### src/rtl/weight_map_gen.sv
// -----------------------------------------------------------------------------
// weight_map_gen
//
// Purpose:
//   Streams a weight per pixel for the ball-tracking colour accumulator. For
//   each valid (VtcHCnt, VtcVCnt) the Chebyshev ring distance to the tracked
//   centre is found, and the weight for that ring is read from a small
//   runtime-writable table. The centre is double-buffered: center_valid loads
//   a shadow copy, and frame_start moves it to the active copy, so the map
//   never changes in the middle of a frame.
//
// Optional build macro:
//   WEIGHT_SCORE_EN - adds mask_in / frame_end inputs and score /
//   score_valid outputs, plus the SCORE_W parameter. The weights of masked
//   pixels are summed per frame with saturation.
//
// Ports:
//   PCLK, RST          pixel clock, asynchronous active-high reset
//   frame_start        pulse on the first pixel of a frame (applies centre)
//   pix_valid          VtcHCnt / VtcVCnt valid this cycle
//   VtcHCnt, VtcVCnt   pixel coordinate
//   center_h/_v        new centre, captured when center_valid is high
//   tbl_we/addr/wdata  weight table write port (out-of-range addr ignored)
//   weight, ring_idx   per-pixel result, 3 PCLK after pix_valid
//   weight_valid       result strobe
//   mask_in, frame_end, score, score_valid   (WEIGHT_SCORE_EN only)
// -----------------------------------------------------------------------------
module weight_map_gen #(
    parameter int H_W       = 12,
    parameter int V_W       = 11,
    parameter int NUM_RINGS = 8,
    parameter int RING_H    = 20,
    parameter int RING_V    = 15,
    parameter int WEIGHT_W  = 4,
`ifdef WEIGHT_SCORE_EN
    parameter int SCORE_W   = 24,
`endif
    parameter logic [NUM_RINGS*WEIGHT_W-1:0] WEIGHT_INIT = 32'h122359DF,
    localparam int RI_W     = $clog2(NUM_RINGS)
) (
    input  logic                PCLK,
    input  logic                RST,
    input  logic                frame_start,
    input  logic                pix_valid,
    input  logic [H_W-1:0]      VtcHCnt,
    input  logic [V_W-1:0]      VtcVCnt,
    input  logic [H_W-1:0]      center_h,
    input  logic [V_W-1:0]      center_v,
    input  logic                center_valid,
    input  logic                tbl_we,
    input  logic [RI_W-1:0]     tbl_addr,
    input  logic [WEIGHT_W-1:0] tbl_wdata,
`ifdef WEIGHT_SCORE_EN
    input  logic                mask_in,
    input  logic                frame_end,
    output logic [SCORE_W-1:0]  score,
    output logic                score_valid,
`endif
    output logic [WEIGHT_W-1:0] weight,
    output logic [RI_W-1:0]     ring_idx,
    output logic                weight_valid
);

    function automatic logic [H_W-1:0] abs_h(input logic signed [H_W:0] d);
        logic signed [H_W:0] m;
        m = (d < 0) ? -d : d;
        return m[H_W-1:0];
    endfunction

    function automatic logic [V_W-1:0] abs_v(input logic signed [V_W:0] d);
        logic signed [V_W:0] m;
        m = (d < 0) ? -d : d;
        return m[V_W-1:0];
    endfunction

    // Each k whose threshold is reached on either axis adds one ring; the
    // loop stops at NUM_RINGS-1, which gives the saturation for free.
    function automatic logic [RI_W-1:0] ring_of(input logic [H_W-1:0] dh,
                                                input logic [V_W-1:0] dv);
        logic [RI_W-1:0] n;
        n = '0;
        for (int k = 1; k < NUM_RINGS; k++) begin
            if ((32'(dh) >= 32'(k * RING_H)) || (32'(dv) >= 32'(k * RING_V)))
                n = n + RI_W'(1);
        end
        return n;
    endfunction

    // Centre double buffer
    logic [H_W-1:0] r_shadow_h, r_active_h, w_cen_h;
    logic [V_W-1:0] r_shadow_v, r_active_v, w_cen_v;

    // A centre arriving together with frame_start bypasses the shadow so the
    // first pixel of the frame already sees it.
    always_comb begin
        w_cen_h = r_active_h;
        w_cen_v = r_active_v;
        if (frame_start) begin
            if (center_valid) begin
                w_cen_h = center_h;
                w_cen_v = center_v;
            end else begin
                w_cen_h = r_shadow_h;
                w_cen_v = r_shadow_v;
            end
        end
    end

    always_ff @(posedge PCLK or posedge RST) begin
        if (RST) begin
            r_shadow_h <= '0;
            r_shadow_v <= '0;
            r_active_h <= '0;
            r_active_v <= '0;
        end else begin
            if (center_valid) begin
                r_shadow_h <= center_h;
                r_shadow_v <= center_v;
            end
            if (frame_start) begin
                r_active_h <= w_cen_h;
                r_active_v <= w_cen_v;
            end
        end
    end

    // Weight table
    logic [WEIGHT_W-1:0] r_tbl [NUM_RINGS];
    logic                w_addr_ok;

    if ((2 ** RI_W) == NUM_RINGS) begin : g_addr_full
        assign w_addr_ok = 1'b1;
    end else begin : g_addr_chk
        assign w_addr_ok = ({1'b0, tbl_addr} < (RI_W + 1)'(NUM_RINGS));
    end

    always_ff @(posedge PCLK or posedge RST) begin
        if (RST) begin
            for (int i = 0; i < NUM_RINGS; i++)
                r_tbl[i] <= WEIGHT_INIT[i*WEIGHT_W +: WEIGHT_W];
        end else if (tbl_we && w_addr_ok) begin
            r_tbl[tbl_addr] <= tbl_wdata;
        end
    end

    // Pipeline valids
    logic r_vld_p1, r_vld_p2, r_vld_p3;

    always_ff @(posedge PCLK or posedge RST) begin
        if (RST) begin
            r_vld_p1 <= 1'b0;
            r_vld_p2 <= 1'b0;
            r_vld_p3 <= 1'b0;
        end else begin
            r_vld_p1 <= pix_valid;
            r_vld_p2 <= r_vld_p1;
            r_vld_p3 <= r_vld_p2;
        end
    end

    // Stage 1: absolute distance per axis
    logic signed [H_W:0] w_dx;
    logic signed [V_W:0] w_dy;
    logic [H_W-1:0]      r_dh_p1;
    logic [V_W-1:0]      r_dv_p1;

    assign w_dx = $signed({1'b0, VtcHCnt}) - $signed({1'b0, w_cen_h});
    assign w_dy = $signed({1'b0, VtcVCnt}) - $signed({1'b0, w_cen_v});

    always_ff @(posedge PCLK) begin
        if (pix_valid) begin
            r_dh_p1 <= abs_h(w_dx);
            r_dv_p1 <= abs_v(w_dy);
        end
    end

    // Stage 2: ring index
    logic [RI_W-1:0] r_ring_p2;

    always_ff @(posedge PCLK) begin
        if (r_vld_p1)
            r_ring_p2 <= ring_of(r_dh_p1, r_dv_p1);
    end

    // Stage 3: table lookup (reads the pre-write value on a same-cycle write)
    logic [WEIGHT_W-1:0] r_weight_p3;
    logic [RI_W-1:0]     r_ring_p3;

    always_ff @(posedge PCLK or posedge RST) begin
        if (RST) begin
            r_weight_p3 <= '0;
            r_ring_p3   <= '0;
        end else if (r_vld_p2) begin
            r_weight_p3 <= r_tbl[r_ring_p2];
            r_ring_p3   <= r_ring_p2;
        end
    end

    assign weight       = r_weight_p3;
    assign ring_idx     = r_ring_p3;
    assign weight_valid = r_vld_p3;

`ifdef WEIGHT_SCORE_EN
    function automatic logic [SCORE_W-1:0] sat_add(input logic [SCORE_W-1:0] a,
                                                   input logic [WEIGHT_W-1:0] b);
        logic [SCORE_W:0] s;
        s = {1'b0, a} + (SCORE_W + 1)'(b);
        return s[SCORE_W] ? '1 : s[SCORE_W-1:0];
    endfunction

    logic                r_mask_p1, r_mask_p2, r_fend_p1, r_fend_p2;
    logic [SCORE_W-1:0]  r_acc_p3, r_score_p3, w_sum;
    logic                r_score_vld_p3;
    logic [WEIGHT_W-1:0] w_contrib;

    assign w_contrib = (r_vld_p2 && r_mask_p2) ? r_tbl[r_ring_p2] : '0;
    assign w_sum     = sat_add(r_acc_p3, w_contrib);

    always_ff @(posedge PCLK or posedge RST) begin
        if (RST) begin
            r_mask_p1      <= 1'b0;
            r_mask_p2      <= 1'b0;
            r_fend_p1      <= 1'b0;
            r_fend_p2      <= 1'b0;
            r_acc_p3       <= '0;
            r_score_p3     <= '0;
            r_score_vld_p3 <= 1'b0;
        end else begin
            r_mask_p1      <= mask_in;
            r_mask_p2      <= r_mask_p1;
            r_fend_p1      <= frame_end;
            r_fend_p2      <= r_fend_p1;
            r_score_vld_p3 <= r_fend_p2;
            if (r_fend_p2) begin
                r_score_p3 <= w_sum;
                r_acc_p3   <= '0;
            end else begin
                r_acc_p3   <= w_sum;
            end
        end
    end

    assign score       = r_score_p3;
    assign score_valid = r_score_vld_p3;
`endif

endmodule

### config.mk
export PLATFORM = sky130hd
export DESIGN_NAME = weight_map_gen
export DESIGN_NICKNAME = d
export VERILOG_FILES = /design/src/rtl/weight_map_gen.sv
export SDC_FILE = /design/constraint.sdc
export NUM_CORES = 1
export LEC_CHECK = 0
export BUFFER_PORTS_ARGS = -buffer_cell sky130_fd_sc_hd__buf_4
export CAP_MARGIN = 20
export CORE_AREA = 2 2 122 124
export CTS_CLUSTER_DIAMETER = 60
export CTS_CLUSTER_SIZE = 12
export DETAILED_ROUTE_END_ITERATION = 12
export DIE_AREA = 0 0 124 126
export PLACE_DENSITY = 0.64
export SYNTH_ARGS = -nofsm -noshare
export SYNTH_HDL_FRONTEND = slang
export SYNTH_SLANG_ARGS = --single-unit
### constraint.sdc
create_clock -name PCLK -period 10.4 [get_ports PCLK]
set_input_delay 1.04 -clock PCLK [delete_from_list [all_inputs] [get_ports PCLK]]
set_output_delay 1.04 -clock PCLK [all_outputs]
set_load 0.02 [all_outputs]
### Yosys cells after proc, flatten, opt, wreduce, memory -nomap -nowiden

Cells that the tools add are included.

* output and inout port bits: 8
* bits in registers: 114
* input bits: 59
* logic and storage cells: 84

* bitwise operators: 2
* magnitude comparators: 19
* muxes and demuxes: 25
* reductions and logical operators: 8
* add/sub/neg operators: 10

Operators with widths (number)
* 12-bit by 7-bit greater-or-equal comparator with 1-bit output (second input constant): 3
* 12-bit 2-to-1 mux: 3
* 3-bit 2-to-1 mux: 12
* 11-bit by 7-bit greater-or-equal comparator with 1-bit output (second input constant): 3
* 11-bit 2-to-1 mux: 3
* 32-bit bitwise mux: 1
* 12-bit by 6-bit greater-or-equal comparator with 1-bit output (second input constant): 2
* 11-bit by 6-bit greater-or-equal comparator with 1-bit output (second input constant): 2
* 3-bit by 1-bit adder with 3-bit output (second input constant): 6
* 13-bit by 1-bit less-than comparator with 1-bit output (second input constant): 1
* 12-bit by 12-bit subtractor with 13-bit output: 1
* 4-bit binary-select mux with 3-bit select: 1
* 4-bit demux with 3-bit select: 1
* 12-bit by 5-bit greater-or-equal comparator with 1-bit output (second input constant): 1
* 12-bit by 8-bit greater-or-equal comparator with 1-bit output (second input constant): 1
* 12-bit by 1-bit less-than comparator with 1-bit output (second input constant): 1
* 4-bit 2-to-1 mux: 3
* 12-bit negation: 1
* 11-bit by 11-bit subtractor with 12-bit output: 1
* 11-bit by 4-bit greater-or-equal comparator with 1-bit output (second input constant): 1
* 11-bit by 5-bit greater-or-equal comparator with 1-bit output (second input constant): 1
* 11-bit negation: 1
* 4-bit greater-or-equal comparator (second input constant): 2
* 3-bit NOT with 4-bit output: 2
* other kinds (4): 10

### Depth between registers and ports, before layout

* depth after elaboration: 21
* gate-level depth with buffers: 19

### Least setup slack after synthesis

Ideal clock, no wire load.

* kind: input-to-reg
* from: input port center_valid
* to: register r_dh_p1[11], data pin
* slack: 6.143 ns
* arrival time: 3.995 ns
* setup time: 0.261 ns
* path buffers: 2
* stages: 12
* required time: 10.139 ns
* path through: clkbuf_1 -> buf_1 -> mux2i_1 -> a21o_1 -> fa_1 -> a211oi_1 -> nor2_1 -> xor2_1 -> or2_2 -> nor3b_1 -> a41oi_1 -> xnor2_1

* cells in the longest elaborated chain, start to end: 5
* elaborated cells on any way between the ends: 6

RTL lines
* from (decl): RTL line 49 `input logic center_valid,`
* 12-bit 2-to-1 mux *
* 12-bit 2-to-1 mux *: RTL line 98 `if (frame_start) begin`
* 12-bit by 12-bit subtractor with 13-bit output *: RTL line 167 `assign w_dx = $signed({1'b0, VtcHCnt}) - $signed({1'b0, w_cen_h});`
* 12-bit negation / 13-bit by 1-bit less-than comparator with 1-bit output (equally long branches): RTL line 66 `m = (d < 0) ? -d : d;`
* 12-bit 2-to-1 mux *: RTL line 66
* to (signal assigned): RTL line 172 `r_dh_p1 <= abs_h(w_dx);`
* to (decl): RTL line 164 `logic [H_W-1:0] r_dh_p1;`

Every way passes the cells marked *; elsewhere a longest branch is shown, timed or not.
A chain may end at the register's enable or synchronous reset.

### Worst setup path after layout

* from: register r_dv_p1[7]
* to: register r_ring_p2[2], data pin

* cells in the longest elaborated chain, start to end: 21
* elaborated cells on any way between the ends: 33

RTL lines
* from (decl): RTL line 165 `logic [V_W-1:0] r_dv_p1;`
* from (signal assigned): RTL line 173 `r_dv_p1 <= abs_v(w_dy);`
* 11-bit by 4-bit greater-or-equal comparator with 1-bit output: RTL line 83 `if ((32'(dh) >= 32'(k * RING_H)) || (32'(dv) >= 32'(k * RING_V)))`
* 1-bit logical OR: RTL line 83
* 1-bit 2-to-1 mux: RTL line 83
* 3-bit 2-to-1 mux: RTL line 181 `if (r_vld_p1)`
* 3-bit by 1-bit adder with 3-bit output: RTL line 84 `n = n + RI_W'(1);`
* 3-bit 2-to-1 mux: RTL line 83
* 3-bit 2-to-1 mux: RTL line 181
* 3-bit by 1-bit adder with 3-bit output: RTL line 84
* (+5 left out)
* 3-bit by 1-bit adder with 3-bit output: RTL line 84
* 3-bit 2-to-1 mux: RTL line 83
* 3-bit 2-to-1 mux: RTL line 181
* 3-bit by 1-bit adder with 3-bit output: RTL line 84
* 3-bit 2-to-1 mux: RTL line 83
* 3-bit 2-to-1 mux: RTL line 181
* 3-bit by 1-bit adder with 3-bit output: RTL line 84
* 3-bit 2-to-1 mux *: RTL line 83
* to (signal assigned): RTL line 182 `r_ring_p2 <= ring_of(r_dh_p1, r_dv_p1);`
* to (decl): RTL line 178 `logic [RI_W-1:0] r_ring_p2;`

Every way passes the cells marked *; elsewhere a longest branch is shown, timed or not. The select of a mux whose other input is x is not followed.

==> impl_metrics.json <==
{
  "setup_violations": 0,
  "post-route-period-util_pct": 40.3,
  "clock_tree.root_cell": "clkbuf_16",
  "min_path_cells": 0,
  "post-cts-setup-buffer-count": 0,
  "min_from": "r_vld_p1$_DFF_PP0_",
  "postSynthAreaPerCell_sq_um": 11.1,
  "yosys_warnings": 0,
  "clk_pin_slew_ns": 0.08,
  "crit_buf_inv": 0,
  "powerDensity_nw_per_um2": 178,
  "synth-seq-area-share_pct": 46.5,
  "die_y_um": 126,
  "cts_tree": "yes",
  "ys_ff_latch": 112,
  "synth-edff-count": 24,
  "antenna_found_initial": 0,
  "rsz0062_at_grt": "false",
  "place_area_sq_um": 7020,
  "required_ns": 10.51,
  "worstSkewPairLatency_ns": 0.36,
  "clockBufferDepth": 2,
  "drc": 0,
  "postRouteAntennaNets": 0,
  "crit_family": "simple AND/OR/NAND/NOR gates",
  "design_area_sq_um": 7310,
  "cp-start-kind": "flip-flop",
  "num_vias": 4368,
  "maxCapViolCount": 0,
  "rows": 44,
  "yosys-top-cells-area": "dfrtp_1, edfxtp_1, mux2_2, dfstp_2, ha_1",
  "htreeDepth": 3,
  "nFillCells": 1289,
  "max_slew_margin_pct": 47.2,
  "cp-end-kind": "flip-flop",
  "p_leak_nw": 3.29,
  "dp_hpwl_mm": 9.35,
  "reg2reg_depth": 16,
  "path_class": "reg2reg",
  "drt_first_pass_iters": 4,
  "yosysMostFrequentCell": "dfrtp_1",
  "final_nets": 730,
  "cts_resized": 0,
  "netlist_top_cells_count": "dfrtp_1, inv_1, nor2_1",
  "whs_endpoint": "r_vld_p2$_DFF_PP0_",
  "timing.rr.start": "r_dv_p1[7]$_DFFE_PP_",
  "fin_setup_tns_ns": 0,
  "drt_iter0_markers": 208,
  "tightest_slew_ns": 0.790,
  "ys_async_sr_fraction_pct": 78.6,
  "synth_cells": 573,
  "max-vdd-ir-drop_mv": 0.104,
  "cpPeakStageDelay_ns": 0.47,
  "outcome": "finished, final reports clean",
  "holdBufCountCts": 0,
  "finClkSkew_ns": 0.00533,
  "syn_area_sq_um": 6330,
  "crit_slowest_cell": "nor4_2",
  "synth_top_area_cell": "dfrtp_1",
  "io_pins": 67,
  "fmax_mhz": 239,
  "grt_start_max_net_pins": 47,
  "wl_mm": 12.5,
  "total_power_mw": 1.30,
  "crit_path_max_fanout": 4,
  "grt_overflow": 0,
  "finalMaxSlewViolations": 0,
  "portBuffers": 66,
  "reg2reg_slack_ns": 6.21,
  "place.gp.congestion": 0.898,
  "fp.coreArea_sq_um": 14300,
  "hp-class": "reg2reg",
  "netlist.area_leader.share_pct": 28.5,
  "r2r_end": "r_ring_p2[2]$_DFFE_PP_",
  "wire_per_inst_um": 15.1,
  "dieWidth_um": 124,
  "antenna_cells": 0,
  "final_layout_size_suffix_gt1_share_pct": 25.7,
  "min_period_ns": 4.19,
  "syn_to_final_growth_pct": 15.4,
  "track_usage_pct": 17.1,
  "synth-main-ff-cell": "dfrtp_1",
  "finalHoldViolCount": 0,
  "critical_path_arrival_ns": 4.31,
  "cts_made_buffers": 9,
  "clkSinkCount": 112,
  "cp_cell_sequence": "nor4_2 > nand3_1 > nor2_1 > and4_1 > ha_1 > xnor2_2 > ha_1 > xnor2_1 > mux2i_1 > ha_1 > mux2_2 > ha_1 > nand2_1 > xnor2_1 > xnor2_1 > xnor2_1",
  "grt_pass1_wl_mm": 20.9,
  "fp.dieArea_sq_um": 15600,
  "timing.hold.ws_ns": 0.461,
  "grt_pass1_vias": 4468,
  "vias_per_cell": 5.28,
  "synth_fp_nets": 665,
  "synth_cell_types": 65,
  "start_util_pct": 44.2
}
[through the flow]
step,std cells,utilization [%],setup slack (ns)
finish,827,51.1,6.21
global route,827,51.1,5.83
CTS,827,51.1,6.16
detailed placement,811,49.0,5.99
global placement,811,49.0,6.10
floorplan,573,-,6.14
[registers in the layout (all words and copies together) (netlist names)]
register,flops
r_active_h,12
r_shadow_h,12
weight_valid,1
weight,4
r_dh_p1,10
r_vld_p1,1
ring_idx,3
r_ring_p2,3
r_vld_p2,1
r_shadow_v,11
r_tbl,32
r_active_v,11
r_dv_p1,11
[cell usage in the layout, fill, tap and decap left out, types with 5 or more instances in the layout]
cell type and n:
ha_1 31, mux4_2 8, nor3_1 5, a21oi_1 29, xnor2_1 27, dfrtp_1 72
buf_4 67, dfstp_2 16, nand3_1 8, nand2_1 14, o21ai_0 16, inv_1 62
mux2i_1 27, nor2_1 62, edfxtp_1 24, mux2_2 42, a211oi_1 5, clkbuf_16 9
a21o_1 17, a41oi_1 6, xor2_1 12, nand4_1 6
[layer usage]
layer | vias up | GRT usage [%] | part of all wire, %
li1 | 2158 | - | -
met1 | 2112 | 21.3 | 45
met2 | 81 | 29.1 | 49
met3 | 17 | 4.62 | 3.5
met4 | 0 | 4.69 | 1.9
met5 | - | 0 | 0
[kinds of logic (layout without fill, tap and decap cells)]
kind of cell	Yosys count	after routing	synth area share, %
AO/OA/AOI/OAI	103	103	11.1
XOR/XNOR	42	42	6.16
adder cells (fa/ha/maj)	33	33	6.76
buffers and inverters	76	146	4.52
flip-flops	112	112	46.5
multiplexers	77	77	14.6
AND/OR/NAND/NOR	130	130	10.4
[where the power goes]
part,leakage [nW],internal [mW],switching [mW]
clock network,0.136,0.169,0.172
registers,1.22,0.552,0.0518
logic,1.93,0.170,0.183
[worst max path at each step]
stage                     depth (start not counted)                      to            startpoint
after floorplan                                  12   r_dh_p1[11]$_DFFE_PP_          center_valid
after global placement                           13   r_dh_p1[11]$_DFFE_PP_          center_valid
after detailed placement                         13   r_dh_p1[11]$_DFFE_PP_          center_valid
after CTS                                        16  r_ring_p2[2]$_DFFE_PP_  r_dv_p1[7]$_DFFE_PP_
after global routing                             18  r_ring_p2[2]$_DFFE_PP_  r_dv_p1[7]$_DFFE_PP_
final                                            16  r_ring_p2[2]$_DFFE_PP_  r_dv_p1[7]$_DFFE_PP_
[final cells by class]
cell class	count	area, sq um	area share [%]
clock inverters	6	62.6	0.856
multi-input cells	385	3100	42.5
repair buffers	67	503	6.88
inverters	63	238	3.25
clock buffers	10	229	3.13
flip-flops and latches	112	2940	40.3
well taps	184	230	3.15
Note: power is estimated with default switching activity, not from simulation.
